[src/rtl/fifo_pkg.sv]
// Shared types and helpers for the sync_fifo_v2 family: read-mode enum,
// pointer-width helper and the status bundle consumed by monitor/coverage.
package fifo_pkg;

  typedef enum logic {
    FIFO_STD  = 1'b0,
    FIFO_FWFT = 1'b1
  } fifo_mode_e;

  typedef struct packed {
    logic empty;
    logic full;
    logic almost_empty;
    logic almost_full;
    logic overflow;
    logic underflow;
  } fifo_status_t;

  function automatic int ptr_w(input int depth);
    return $clog2(depth);
  endfunction

endpackage

[src/rtl/fifo_ram.sv]
// Simple dual-port storage: one write port, one read port that is either
// registered (standard mode) or asynchronous (fall-through mode).
module fifo_ram
  import fifo_pkg::*;
#(
  parameter int         WIDTH = 32,
  parameter int         DEPTH = 32,
  parameter fifo_mode_e MODE  = FIFO_STD
) (
  input  logic                     clk,
  input  logic                     rst,
  input  logic                     we,
  input  logic [$clog2(DEPTH)-1:0] waddr,
  input  logic [WIDTH-1:0]         wdata,
  input  logic                     re,
  input  logic [$clog2(DEPTH)-1:0] raddr,
  output logic [WIDTH-1:0]         rdata
);

  logic [WIDTH-1:0] mem [DEPTH];

  always_ff @(posedge clk) begin
    if (we) begin
      mem[waddr] <= wdata;
    end
  end

  generate
    if (MODE == FIFO_FWFT) begin : g_async_rd
      logic unused_ok;
      assign unused_ok = &{1'b0, rst, re};
      assign rdata     = mem[raddr];
    end else begin : g_reg_rd
      logic [WIDTH-1:0] rdata_q;
      logic [WIDTH-1:0] rdata_d;

      // Output holds the last popped word until the next pop.
      always_comb begin
        rdata_d = rdata_q;
        if (re) begin
          rdata_d = mem[raddr];
        end
      end

      always_ff @(posedge clk) begin
        if (rst) begin
          rdata_q <= '0;
        end else begin
          rdata_q <= rdata_d;
        end
      end

      assign rdata = rdata_q;
    end
  endgenerate

endmodule

[src/rtl/sync_fifo_v2.sv]
// Parametrised synchronous FIFO with occupancy count, programmable
// almost-full/almost-empty thresholds, FWFT option and sticky error flags.
module sync_fifo_v2
  import fifo_pkg::*;
#(
  parameter int FIFO_WIDTH = 32,
  parameter int FIFO_DEPTH = 32,
  parameter int AF_THRESH  = FIFO_DEPTH - 4,
  parameter int AE_THRESH  = 4,
  parameter int FWFT       = 0
) (
  input  logic                        clk,
  input  logic                        rst,
  input  logic                        wr_en,
  input  logic [FIFO_WIDTH-1:0]       data_in,
  input  logic                        rd_en,
  input  logic                        clr_err,
  output logic [FIFO_WIDTH-1:0]       data_out,
  output logic                        data_valid,
  output logic                        empty,
  output logic                        full,
  output logic                        almost_empty,
  output logic                        almost_full,
  output logic [$clog2(FIFO_DEPTH):0] count,
  output logic                        overflow,
  output logic                        underflow
);

  localparam int         PW   = ptr_w(FIFO_DEPTH);
  localparam int         CW   = PW + 1;
  localparam fifo_mode_e MODE = (FWFT != 0) ? FIFO_FWFT : FIFO_STD;

  localparam logic [CW-1:0] DEPTH_C = CW'(FIFO_DEPTH);
  localparam logic [CW-1:0] AF_C    = CW'(AF_THRESH);
  localparam logic [CW-1:0] AE_C    = CW'(AE_THRESH);

  localparam fifo_status_t STATUS_RST = '{
    empty:        1'b1,
    full:         1'b0,
    almost_empty: 1'b1,
    almost_full:  1'b0,
    overflow:     1'b0,
    underflow:    1'b0
  };

  generate
    if (!(AE_THRESH > 0 && AE_THRESH < AF_THRESH && AF_THRESH < FIFO_DEPTH)) begin : g_bad_thresh
      $error("sync_fifo_v2: need 0 < AE_THRESH < AF_THRESH < FIFO_DEPTH");
    end
    if ((FIFO_DEPTH < 4) || ((FIFO_DEPTH & (FIFO_DEPTH - 1)) != 0)) begin : g_bad_depth
      $error("sync_fifo_v2: FIFO_DEPTH must be a power of two >= 4");
    end
  endgenerate

  logic [PW-1:0]  wr_ptr_q, wr_ptr_d;
  logic [PW-1:0]  rd_ptr_q, rd_ptr_d;
  logic [CW-1:0]  count_q, count_d;
  fifo_status_t   status_q, status_d;
  logic           data_valid_q, data_valid_d;
  logic           wr_ok, rd_ok;
  logic [FIFO_WIDTH-1:0] ram_rdata;

  // A push into a full FIFO is accepted when a pop frees a slot on the same edge.
  always_comb begin
    wr_ok    = wr_en & (~status_q.full | rd_en);
    rd_ok    = rd_en & ~status_q.empty;
    wr_ptr_d = wr_ok ? wr_ptr_q + PW'(1) : wr_ptr_q;
    rd_ptr_d = rd_ok ? rd_ptr_q + PW'(1) : rd_ptr_q;
    count_d  = count_q + CW'(wr_ok) - CW'(rd_ok);

    status_d              = status_q;
    status_d.empty        = (count_d == '0);
    status_d.full         = (count_d == DEPTH_C);
    status_d.almost_empty = (count_d <= AE_C);
    status_d.almost_full  = (count_d >= AF_C);
    status_d.overflow     = (wr_en & ~wr_ok) | (status_q.overflow & ~clr_err);
    status_d.underflow    = (rd_en & ~rd_ok) | (status_q.underflow & ~clr_err);

    data_valid_d = (MODE == FIFO_FWFT) ? ~status_d.empty : rd_ok;
  end

  always_ff @(posedge clk) begin
    if (rst) begin
      wr_ptr_q     <= '0;
      rd_ptr_q     <= '0;
      count_q      <= '0;
      status_q     <= STATUS_RST;
      data_valid_q <= 1'b0;
    end else begin
      wr_ptr_q     <= wr_ptr_d;
      rd_ptr_q     <= rd_ptr_d;
      count_q      <= count_d;
      status_q     <= status_d;
      data_valid_q <= data_valid_d;
    end
  end

  fifo_ram #(
    .WIDTH (FIFO_WIDTH),
    .DEPTH (FIFO_DEPTH),
    .MODE  (MODE)
  ) u_ram (
    .clk   (clk),
    .rst   (rst),
    .we    (wr_ok & ~rst),
    .waddr (wr_ptr_q),
    .wdata (data_in),
    .re    (rd_ok & ~rst),
    .raddr (rd_ptr_q),
    .rdata (ram_rdata)
  );

  generate
    if (MODE == FIFO_FWFT) begin : g_out_fwft
      // Stale array contents are masked so data_out reads zero while empty.
      assign data_out = status_q.empty ? '0 : ram_rdata;
    end else begin : g_out_std
      assign data_out = ram_rdata;
    end
  endgenerate

  assign data_valid   = data_valid_q;
  assign count        = count_q;
  assign empty        = status_q.empty;
  assign full         = status_q.full;
  assign almost_empty = status_q.almost_empty;
  assign almost_full  = status_q.almost_full;
  assign overflow     = status_q.overflow;
  assign underflow    = status_q.underflow;

endmodule

[config.mk]
export PLATFORM = sky130hd
export DESIGN_NAME = sync_fifo_v2
export DESIGN_NICKNAME = d
export VERILOG_FILES = /design/src/rtl/fifo_pkg.sv /design/src/rtl/fifo_ram.sv /design/src/rtl/sync_fifo_v2.sv
export SDC_FILE = /design/constraint.sdc
export NUM_CORES = 1
export LEC_CHECK = 0
export CAP_MARGIN = 20
export CELL_PAD_IN_SITES_DETAIL_PLACEMENT = 0
export CELL_PAD_IN_SITES_GLOBAL_PLACEMENT = 2
export CORE_ASPECT_RATIO = 1.1
export CORE_MARGIN = 5
export CORE_UTILIZATION = 49
export CTS_CLUSTER_DIAMETER = 100
export CTS_CLUSTER_SIZE = 25
export DETAILED_ROUTE_END_ITERATION = 7
export HOLD_SLACK_MARGIN = 0.1
export MAX_ROUTING_LAYER = met4
export PLACE_DENSITY = 0.79
export SLEW_MARGIN = 40
export SYNTH_ARGS = -nofsm -noshare
export SYNTH_HDL_FRONTEND = slang
export SYNTH_SLANG_ARGS = --single-unit
[constraint.sdc]
create_clock -name clk -period 3.55 [get_ports clk]
set_input_delay 0.5325 -clock clk [delete_from_list [all_inputs] [get_ports clk]]
set_output_delay 0.5325 -clock clk [all_outputs]
set_load 0.02 [all_outputs]
==> flow_summary.yaml, run 1 <==
synth:
  synth_edf_count: 1024
  synth_largest_area_cell: "edfxtp_1"
  ys_seq_elements: 1079
  yosys_warnings: 0
  syn_area_per_cell_um2: 21.0
  ys_seq_area_frac: 0.781
  synthDistinctLibCells: 48
  syn_nets: 1993
  synth-main-ff-cell: "edfxtp_1"
  synth_top_area_share: 0.754
  netlist_instances: 1944
  synth.area.top_cells: "edfxtp_1, mux4_2, mux2i_1, dfxtp_1, a22oi_1"
  netlist_area_um2: 40800
  async_reset_ff_frac: 0
routing:
  drc: 0
  via_per_inst: 6.20
  drt-initial-drc-count: 1897
  drt_wl_total_um: 96100
  ant_nets: 0
  dr.pass1.iters: 7
  wl_per_cell_um: 30.2
  num_vias: 19700
clocking:
  clockRootBuffer: "clkbuf_16"
  insertion_delay_ps: 630
  postCtsSetupBuffers: 0
  ctsResizeCount: 0
  cts_buffer_depth: 3
  cts_sinks: 1079
  hold_buffers: 0
  cts.htree.levels: 2
  cts_tree: "built"
  cts_buffers: 49
  path_clk_slew_ps: 100
layout:
  final_common_cell: "edfxtp_1"
  fill_cells: 6222
  regArea_um2: 31900
  drive_gt1_frac: 0.198
  nNetsFinal: 2112
  fin_util: 0.544
  mostFrequentLayoutCells: "edfxtp_1, mux4_2, mux2i_1, nand2_1, buf_4"
  multi_input_area_um2: 8610
  syn2layout_area_growth_pct: 10.6
critical_path:
  crit_type: "reg2reg"
  max_stage_delay_ps: 780
  worstPathCellList: "buf_12 > buf_4 > mux4_2 > a22oi_1 > nand2_1 > a32o_1"
  critical_path.max_fanout: 28
  crit_path_start_kind: "register"
  slowest_stage: "dfxtp_4"
  cp-end-kind: "register"
  worst_ep_required_time_ps: 4090
  arrival_ps: 3350
timing:
  final.period_utilization: 0.793
  final_hold_viol_count: 0
  setup_viol: 0
  fin_worst_skew_ps: 15.5
  setup_slack_ps: 736
  fmax_mhz: 355
  slew_violations: 0
  tns_ps: 0
  maxSlewHeadroom: 0.517
  worst_pin_slew_ps: 722
  fin_crit_ps: 2810
  whs_ps: 386
  rsz0062_at_grt: "false"
power_and_ir_drop:
  power_w: 0.0247
  p_sw_w: 0.00600
  p_int_w: 0.0187
  irDropWorstVdd_mv: 0.460
  p_sw_frac: 0.243
  pwr-share-seq: 0.581
  cellPowerDensity_nw_per_um2: 547
  power_leakage_nw: 13.6
  clockPowerShare: 0.263
  pwr-share-comb: 0.156
die:
  start_util: 0.492
  core_um2: 82900
  die_w_um: 285
  die-height_um: 313
  die-area_um2: 89100
  ios: 82
  rows: 111
min_path:
  hold_class: "in2reg"
global_route:
  gr-usage-all-layers: 0.220
  grt_pass1_wl_um: 140000
  antenna_found_initial: 5
  first_global_vias: 20500
  grt_start_max_net_pins: 64
  gr-total-overflow: 0
flow_run:
  max-cap-violations: 0
placement:
  preCtsSetupSlack_ps: 135
  globalplace.congestion: 0.786
  dp_hpwl_um: 54700
  port_buffers: 81
run_status:
  outcome: "finished, final reports clean"
==> power groups by stage <==
stage          clock network [W]  logic (W)  registers (W)
2_1_floorplan                  0    0.00258         0.0146
3_3_place_gp                   0    0.00384         0.0146
3_5_place_dp                   0    0.00391         0.0146
4_1_cts                  0.00662    0.00392         0.0144
5_1_grt                  0.00712    0.00414         0.0144
6_report                 0.00648    0.00386         0.0143
==> final cells by class <==
cell class                 count  share of cell area
sequential                  1079               0.706
multi-input combinational    741               0.191
timing repair buffer         178              0.0397
clock buffer                  87              0.0313
tap                         1073              0.0298
inverter                      14             0.00116
clock inverter                 3            0.000749
antenna                        3            0.000166
==> flip-flops by register name (all words and copies together) (netlist names) <==
register / flops
empty: 1
u_ram.rdata: 32
almost_empty: 1
full: 1
count: 6
almost_full: 1
rd_ptr_q: 5
overflow: 1
data_valid: 1
u_ram.mem: 1024
underflow: 1
wr_ptr_q: 5
==> stage by stage <==
| step | cell area, um^2 | instances |
|---|---|---|
| 2_1_floorplan | 40800 | 1944 |
| 3_3_place_gp | 43800 | 3084 |
| 3_5_place_dp | 43700 | 3085 |
| 4_1_cts | 45100 | 3175 |
| 5_1_grt | 45100 | 3177 |
| 6_report | 45100 | 3178 |
==> worst max-delay path: cells and delay by family (launching register included) <==
kind | cells | cell delay, ps
muxes | 1 | 540
buffers and inverters | 2 | 650
DFF | 1 | 780
and+or+nand+nor | 1 | 150
AOI/OAI and AO/OA | 2 | 580
==> cell usage after synthesis (2+ instances only) <==
master,n
a211oi_1,32
a21o_1,4
a21oi_1,37
a22o_1,2
a22oi_1,61
a32o_1,30
buf_1,11
buf_2,24
buf_4,9
buf_6,10
clkbuf_1,55
dfxtp_1,55
edfxtp_1,1024
ha_1,11
inv_1,13
mux2i_1,127
mux4_2,192
nand2_1,76
nand2b_1,3
nand3_1,4
nand4_1,4
nor2_1,52
nor2b_1,8
nor3_1,3
o221ai_1,31
o22ai_1,33
o311ai_0,2
xnor2_1,3
xor2_1,9
==> cells by family (layout without fill, tap and decap cells) <==
family / count (synthesis) / in the layout / share of synthesized area
AOI/OAI and AO/OA: 241 / 241 / 0.0441
xor gates and xnor gates: 12 / 12 / 0.00258
adders and majority gates: 12 / 12 / 0.00387
buffers and inverters: 124 / 282 / 0.0149
DFF: 1079 / 1079 / 0.781
muxes: 320 / 320 / 0.138
other: 0 / 3 / 0
and+or+nand+nor: 156 / 156 / 0.0160
==> per-layer routing <==
| layer | global-route usage | part of all wire | vias up |
|---|---|---|---|
| met2 | 0.357 | 0.50 | 684 |
| met4 | 0.0722 | 0.036 | 0 |
| met5 | - | 0 | - |
| met1 | 0.293 | 0.41 | 10500 |
| li1 | - | - | 8324 |
| met3 | 0.0321 | 0.058 | 150 |
==> path summary, 6_finish.rpt <==
| kind | from | to | slack [ps] | cells after the start |
|---|---|---|---|---|
| min | data_in[26] | u_ram.mem[9][26] | 390 | 1 |
| max | rd_ptr_q[0] | u_ram.rdata[29] | 740 | 6 |
| min reg2reg | underflow | underflow | 480 | 2 |
| max reg2reg | rd_ptr_q[0] | u_ram.rdata[29] | 740 | 6 |
Note: power is estimated with default switching activity, not from simulation.
==> run 2: changes to the inputs <==
--- a/config.mk
+++ b/config.mk
@@ -10,13 +10,13 @@
 export CELL_PAD_IN_SITES_GLOBAL_PLACEMENT = 2
 export CORE_ASPECT_RATIO = 1.1
 export CORE_MARGIN = 5
-export CORE_UTILIZATION = 49
+export CORE_UTILIZATION = 44
 export CTS_CLUSTER_DIAMETER = 100
 export CTS_CLUSTER_SIZE = 25
 export DETAILED_ROUTE_END_ITERATION = 7
 export HOLD_SLACK_MARGIN = 0.1
 export MAX_ROUTING_LAYER = met4
-export PLACE_DENSITY = 0.79
+export PLACE_DENSITY = 0.75
 export SLEW_MARGIN = 40
 export SYNTH_ARGS = -nofsm -noshare
 export SYNTH_HDL_FRONTEND = slang
==> constraint.sdc (replaced) <==
create_clock -name clk -period 2.5 [get_ports clk]
set_input_delay 0.375 -clock clk [delete_from_list [all_inputs] [get_ports clk]]
set_output_delay 0.375 -clock clk [all_outputs]
set_load 0.02 [all_outputs]
==> run 2 against run 1 <==
Effect of this change:
- via count grew 1.4%
- utilization shrank 3.9 points
- total power up 45%
- first-iteration DRC count is 12% higher
- die area up 11%
- maximum frequency is 18% higher
- critical path type unchanged
- critical endpoint is now u_ram.rdata[28]
- largest cell class unchanged
==> flow_summary.yaml, run 2 (synthesis gave the netlist of run 1 again) <==
run_status:
  outcome: "finished, final reports clean"
clocking:
  cts_buffers: 49
  clockRootBuffer: "clkbuf_16"
  cts_buffer_depth: 3
  cts.htree.levels: 2
  insertion_delay_ps: 640
  cts_tree: "built"
  path_clk_slew_ps: 100
  cts_sinks: 1079
  hold_buffers: 0
placement:
  preCtsSetupSlack_ps: -666
  globalplace.congestion: 0.797
  dp_cells: 3286
  port_buffers: 81
  dp_hpwl_um: 58700
layout:
  fin_cells: 3375
  drive_gt1_frac: 0.220
  mostFrequentLayoutCells: "edfxtp_1, mux4_2, mux2i_1, buf_4, clkdlybuf4s50_1"
  fill_cells: 7297
  nNetsFinal: 2199
  largest_register: "u_ram.mem"
  fin_util: 0.505
  diodes: 0
  multi_input_area_um2: 8640
  regArea_um2: 31900
  final_common_cell: "edfxtp_1"
  syn2layout_area_growth_pct: 14.3
  largest_reg_flops: 1024
global_route:
  grt_pass1_wl_um: 144000
  grt_start_max_net_pins: 63
  antenna_found_initial: 0
  gr-usage-all-layers: 0.206
  first_global_vias: 20300
  gr-total-overflow: 0
critical_path:
  crit_type: "reg2reg"
  worst_ep_required_time_ps: 3010
  critical_path.max_fanout: 32
  cp-end-kind: "register"
  crit_path_start_kind: "register"
  slowest_stage: "mux4_2"
  worstPathCellList: "buf_12 > buf_12 > buf_4 > mux4_2 > a22oi_1 > nand2_1 > a32o_1"
  crit_family: "buffers and inverters"
  cp_num_buf_inv: 3
  arrival_ps: 2890
  max_stage_delay_ps: 510
  cp_common_cell: "buf_12"
timing:
  fin_crit_ps: 2380
  fin_worst_skew_ps: 27.6
  final_hold_viol_count: 0
  slew_violations: 0
  rsz0062_at_grt: "false"
  final.period_utilization: 0.950
  fmax_mhz: 421
  setup_slack_ps: 124
  whs_ps: 397
  tns_ps: 0
  maxSlewHeadroom: 0.466
  setup_viol: 0
  worst_pin_slew_ps: 799
die:
  rows: 117
  die_w_um: 300
  ios: 82
  die-height_um: 329
  core_um2: 92200
  start_util: 0.442
  die-area_um2: 98900
routing:
  via_per_inst: 5.92
  num_vias: 20000
  drt_wl_total_um: 100000
  wl_per_cell_um: 29.7
  drc: 0
  drt-initial-drc-count: 2128
  dr.pass1.iters: 7
  ant_nets: 0
min_path:
  hold_class: "in2reg"
power_and_ir_drop:
  irDropWorstVdd_mv: 0.782
  power_leakage_nw: 14.1
  cellPowerDensity_nw_per_um2: 765
flow_run:
  max-cap-violations: 0
-- run 2: cell types whose count changed in the layout (fill, tap and decap cells not counted), sizes merged --
cell	previous run	this run
buf	127	182
bufinv	0	1
clkbuf	87	86
clkdlybuf4s50	51	81
clkinv	2	1
diode	3	0
inv	15	14
-- run 2: worst paths after layout --
check / from / to / slack (ps) / cells past startpoint
setup / recovery: rd_ptr_q[0] / u_ram.rdata[28] / 120 / 7
hold / removal: clr_err / overflow / 400 / 4
setup reg to reg: rd_ptr_q[0] / u_ram.rdata[28] / 120 / 7
hold reg to reg: underflow / underflow / 480 / 2
-- run 2: cell type report --
class / count / area share
Timing Repair Buffer: 265 / 0.0674
Clock inverter: 2 / 0.000993
Multi-Input combinational cell: 741 / 0.185
Inverter: 14 / 0.00113
Sequential cell: 1079 / 0.684
Clock buffer: 84 / 0.0293
Tap cell: 1190 / 0.0319
-- run 2: power by group --
group | total [W] | switching (W) | internal, W
combinational | 0.00620 | 0.00308 | 0.00311
sequential | 0.0203 | 0.000261 | 0.0200
clock | 0.00917 | 0.00529 | 0.00388
-- run 2: through the flow --
| stage | cell area (um^2) | total power, W |
|---|---|---|
| final | 46600 | 0.0357 |
| after global routing | 46600 | 0.0371 |
| after CTS | 46500 | 0.0359 |
| after detailed placement | 45100 | 0.0268 |
| after global placement | 45100 | 0.0267 |
| after floorplan | 40800 | 0.0245 |
-- run 2: tightest hold or removal path: cells and delay by family --
kind / cells / cell delay [ps]
AOI/OAI and AO/OA: 1 / 50
buffers and inverters: 2 / 480
and+or+nand+nor: 1 / 90
-- run 2: layer usage --
layer | GRT usage | vias up | share of wire
met2 | 0.337 | 617 | 0.50
met1 | 0.286 | 10800 | 0.43
met5 | - | - | 0
met3 | 0.0258 | 100 | 0.055
li1 | - | 8485 | -
met4 | 0.0405 | 0 | 0.018
-- run 2: repair_timing --
action | in CTS | in global routing
setup buffers | 1 | 0
cloned | 0 | 2
pin swaps | 2 | 5
setup endpoints to repair | 3 | 14
gates resized for setup | 3 | 7
==> run 3: changes to the inputs <==
--- a/config.mk
+++ b/config.mk
@@ -10,13 +10,13 @@
 export CELL_PAD_IN_SITES_GLOBAL_PLACEMENT = 2
 export CORE_ASPECT_RATIO = 1.1
 export CORE_MARGIN = 5
-export CORE_UTILIZATION = 44
+export CORE_UTILIZATION = 49
 export CTS_CLUSTER_DIAMETER = 100
 export CTS_CLUSTER_SIZE = 25
 export DETAILED_ROUTE_END_ITERATION = 7
 export HOLD_SLACK_MARGIN = 0.1
 export MAX_ROUTING_LAYER = met4
-export PLACE_DENSITY = 0.75
+export PLACE_DENSITY = 0.79
 export SLEW_MARGIN = 40
 export SYNTH_ARGS = -nofsm -noshare
 export SYNTH_HDL_FRONTEND = slang
==> constraint.sdc (replaced) <==
create_clock -name clk -period 2.25 [get_ports clk]
set_input_delay 0.3375 -clock clk [delete_from_list [all_inputs] [get_ports clk]]
set_output_delay 0.3375 -clock clk [all_outputs]
set_load 0.02 [all_outputs]
==> run 3 against run 2 <==
Effect of this change:
- the run now ends with setup timing left
- first-iteration DRC count is 15% lower
- combinational power is 17% higher
- global-route usage grew 1.1 points
- via count increased by 0.64%
- clock skew grew 6.2 ps
- register-to-register slack worse by 180 ps
- cell area up 1.5%
- worst setup slack worse by 180 ps
- sequential power rose by 11%
- critical path type unchanged
- highest routed layer unchanged
==> flow_summary.yaml, run 3 (synthesis gave the netlist of run 1 again) <==
clocking:
  cts_tree: "built"
  cts.htree.levels: 2
  hold_buffers: 0
  cts_buffer_depth: 3
  cts_buffers: 49
  insertion_delay_ps: 640
  path_clk_slew_ps: 90
  cts_sinks: 1079
  clockRootBuffer: "clkbuf_16"
power_and_ir_drop:
  irDropWorstVdd_mv: 0.843
  p_int_w: 0.0302
  p_sw_frac: 0.243
  clockPowerShare: 0.255
  power_leakage_nw: 14.5
  pwr-share-seq: 0.563
  pwr-share-comb: 0.182
  cellPowerDensity_nw_per_um2: 844
  p_sw_w: 0.00970
timing:
  final.period_utilization: 1.03
  tns_ps: -130
  setup_viol: 3
  setup_slack_ps: -58.6
  rsz0062_at_grt: "true"
  fin_worst_skew_ps: 33.8
  whs_ps: 368
  fmax_mhz: 433
  fin_crit_ps: 2310
  slew_violations: 0
  final_hold_viol_count: 0
  worst_pin_slew_ps: 614
  maxSlewHeadroom: 0.590
layout:
  final_common_cell: "edfxtp_1"
  nNetsFinal: 2251
  largest_reg_flops: 1024
  syn2layout_area_growth_pct: 16.0
  drive_gt1_frac: 0.246
  mostFrequentLayoutCells: "edfxtp_1, mux4_2, buf_4, mux2i_1, buf_12"
  design_area_um2: 47300
  largest_register: "u_ram.mem"
die:
  die-area_um2: 89100
  rows: 111
  core_um2: 82900
  start_util: 0.492
  die_w_um: 285
  ios: 82
  die-height_um: 313
routing:
  drt-initial-drc-count: 1804
  wl_per_cell_um: 28.9
  ant_nets: 0
  drc: 0
  via_per_inst: 6.06
  drt_wl_total_um: 95800
  dr.pass1.iters: 5
  num_vias: 20100
critical_path:
  crit_type: "reg2reg"
  crit_path_start_kind: "register"
  ff2ff_path_depth: 11
  critPathLaunch: "full"
  cp-end-kind: "register"
  arrival_ps: 2870
  critical_path.max_fanout: 4
  worst_ep_required_time_ps: 2810
  reg2reg_from: "full"
placement:
  dp_hpwl_um: 58800
  port_buffers: 81
  globalplace.congestion: 0.830
  placed_area_um2: 45500
  preCtsSetupSlack_ps: -757
run_status:
  failed_checks: "setup timing"
  outcome: "complete, but fails checks"
global_route:
  grt_start_max_net_pins: 54
  gr-total-overflow: 0
  antenna_found_initial: 3
  first_global_vias: 20600
  gr-usage-all-layers: 0.218
  grt_pass1_wl_um: 140000
flow_run:
  max-cap-violations: 0
min_path:
  hold_class: "in2reg"
  min_path_cells: 4
  min_from: "clr_err"
-- run 3: cell type report --
type / instances / area, um^2
clock inverters: 3 / 43.8
diodes: 3 / 7.51
fillers: 5948 / 35600
flip-flops and latches: 1079 / 31900
repair buffers: 317 / 3880
multi-input cells: 741 / 8720
well taps: 1073 / 1340
inverters: 14 / 58.8
clock buffers: 87 / 1390
-- run 3: final timing paths --
path | slack, ps | end
max | -60 | full
min | 370 | overflow
max reg2reg | -60 | full
min reg2reg | 470 | u_ram.rdata[8]
-- run 3: power groups by stage --
stage                     registers, W  clock network (W)  logic, W
after floorplan                 0.0231                  0   0.00412
after global placement          0.0230                  0   0.00674
after detailed placement        0.0230                  0   0.00685
after CTS                       0.0225             0.0104   0.00705
after global routing            0.0225             0.0113   0.00778
final                           0.0225             0.0102   0.00727
-- run 3: per-stage QoR --
step,utilization,std cells,total power [W]
2_1_floorplan,-,1944,0.0272
3_3_place_gp,0.549,3215,0.0297
3_5_place_dp,0.549,3215,0.0298
4_1_cts,0.568,3308,0.0400
5_1_grt,0.571,3317,0.0416
6_report,0.571,3317,0.0399
-- run 3: what timing repair did --
item                       in CTS  in global routing
gates cloned                    0                  6
setup buffers                   3                  0
pin swaps                       5                  2
setup endpoints to repair      29                 33
gates resized for setup         9                 19
-- run 3: worst max-delay path, stage by stage (launching register included) --
cell and delay [ps]:
dfxtp_4 370, a21boi_4 120, inv_1 60, ha_1 260, inv_1 40, ha_2 180
fa_2 340, a21o_1 180, a21oi_2 180, xor2_2 210, and4_1 220, and2_1 110
-- run 3: routing by layer --
layer | vias up | track usage | wire length [um]
met3 | 109 | 0.0279 | 5420
met5 | - | - | 0
met1 | 10700 | 0.294 | 39300
met2 | 636 | 0.363 | 49000
li1 | 8610 | - | -
met4 | 0 | 0.0456 | 2100
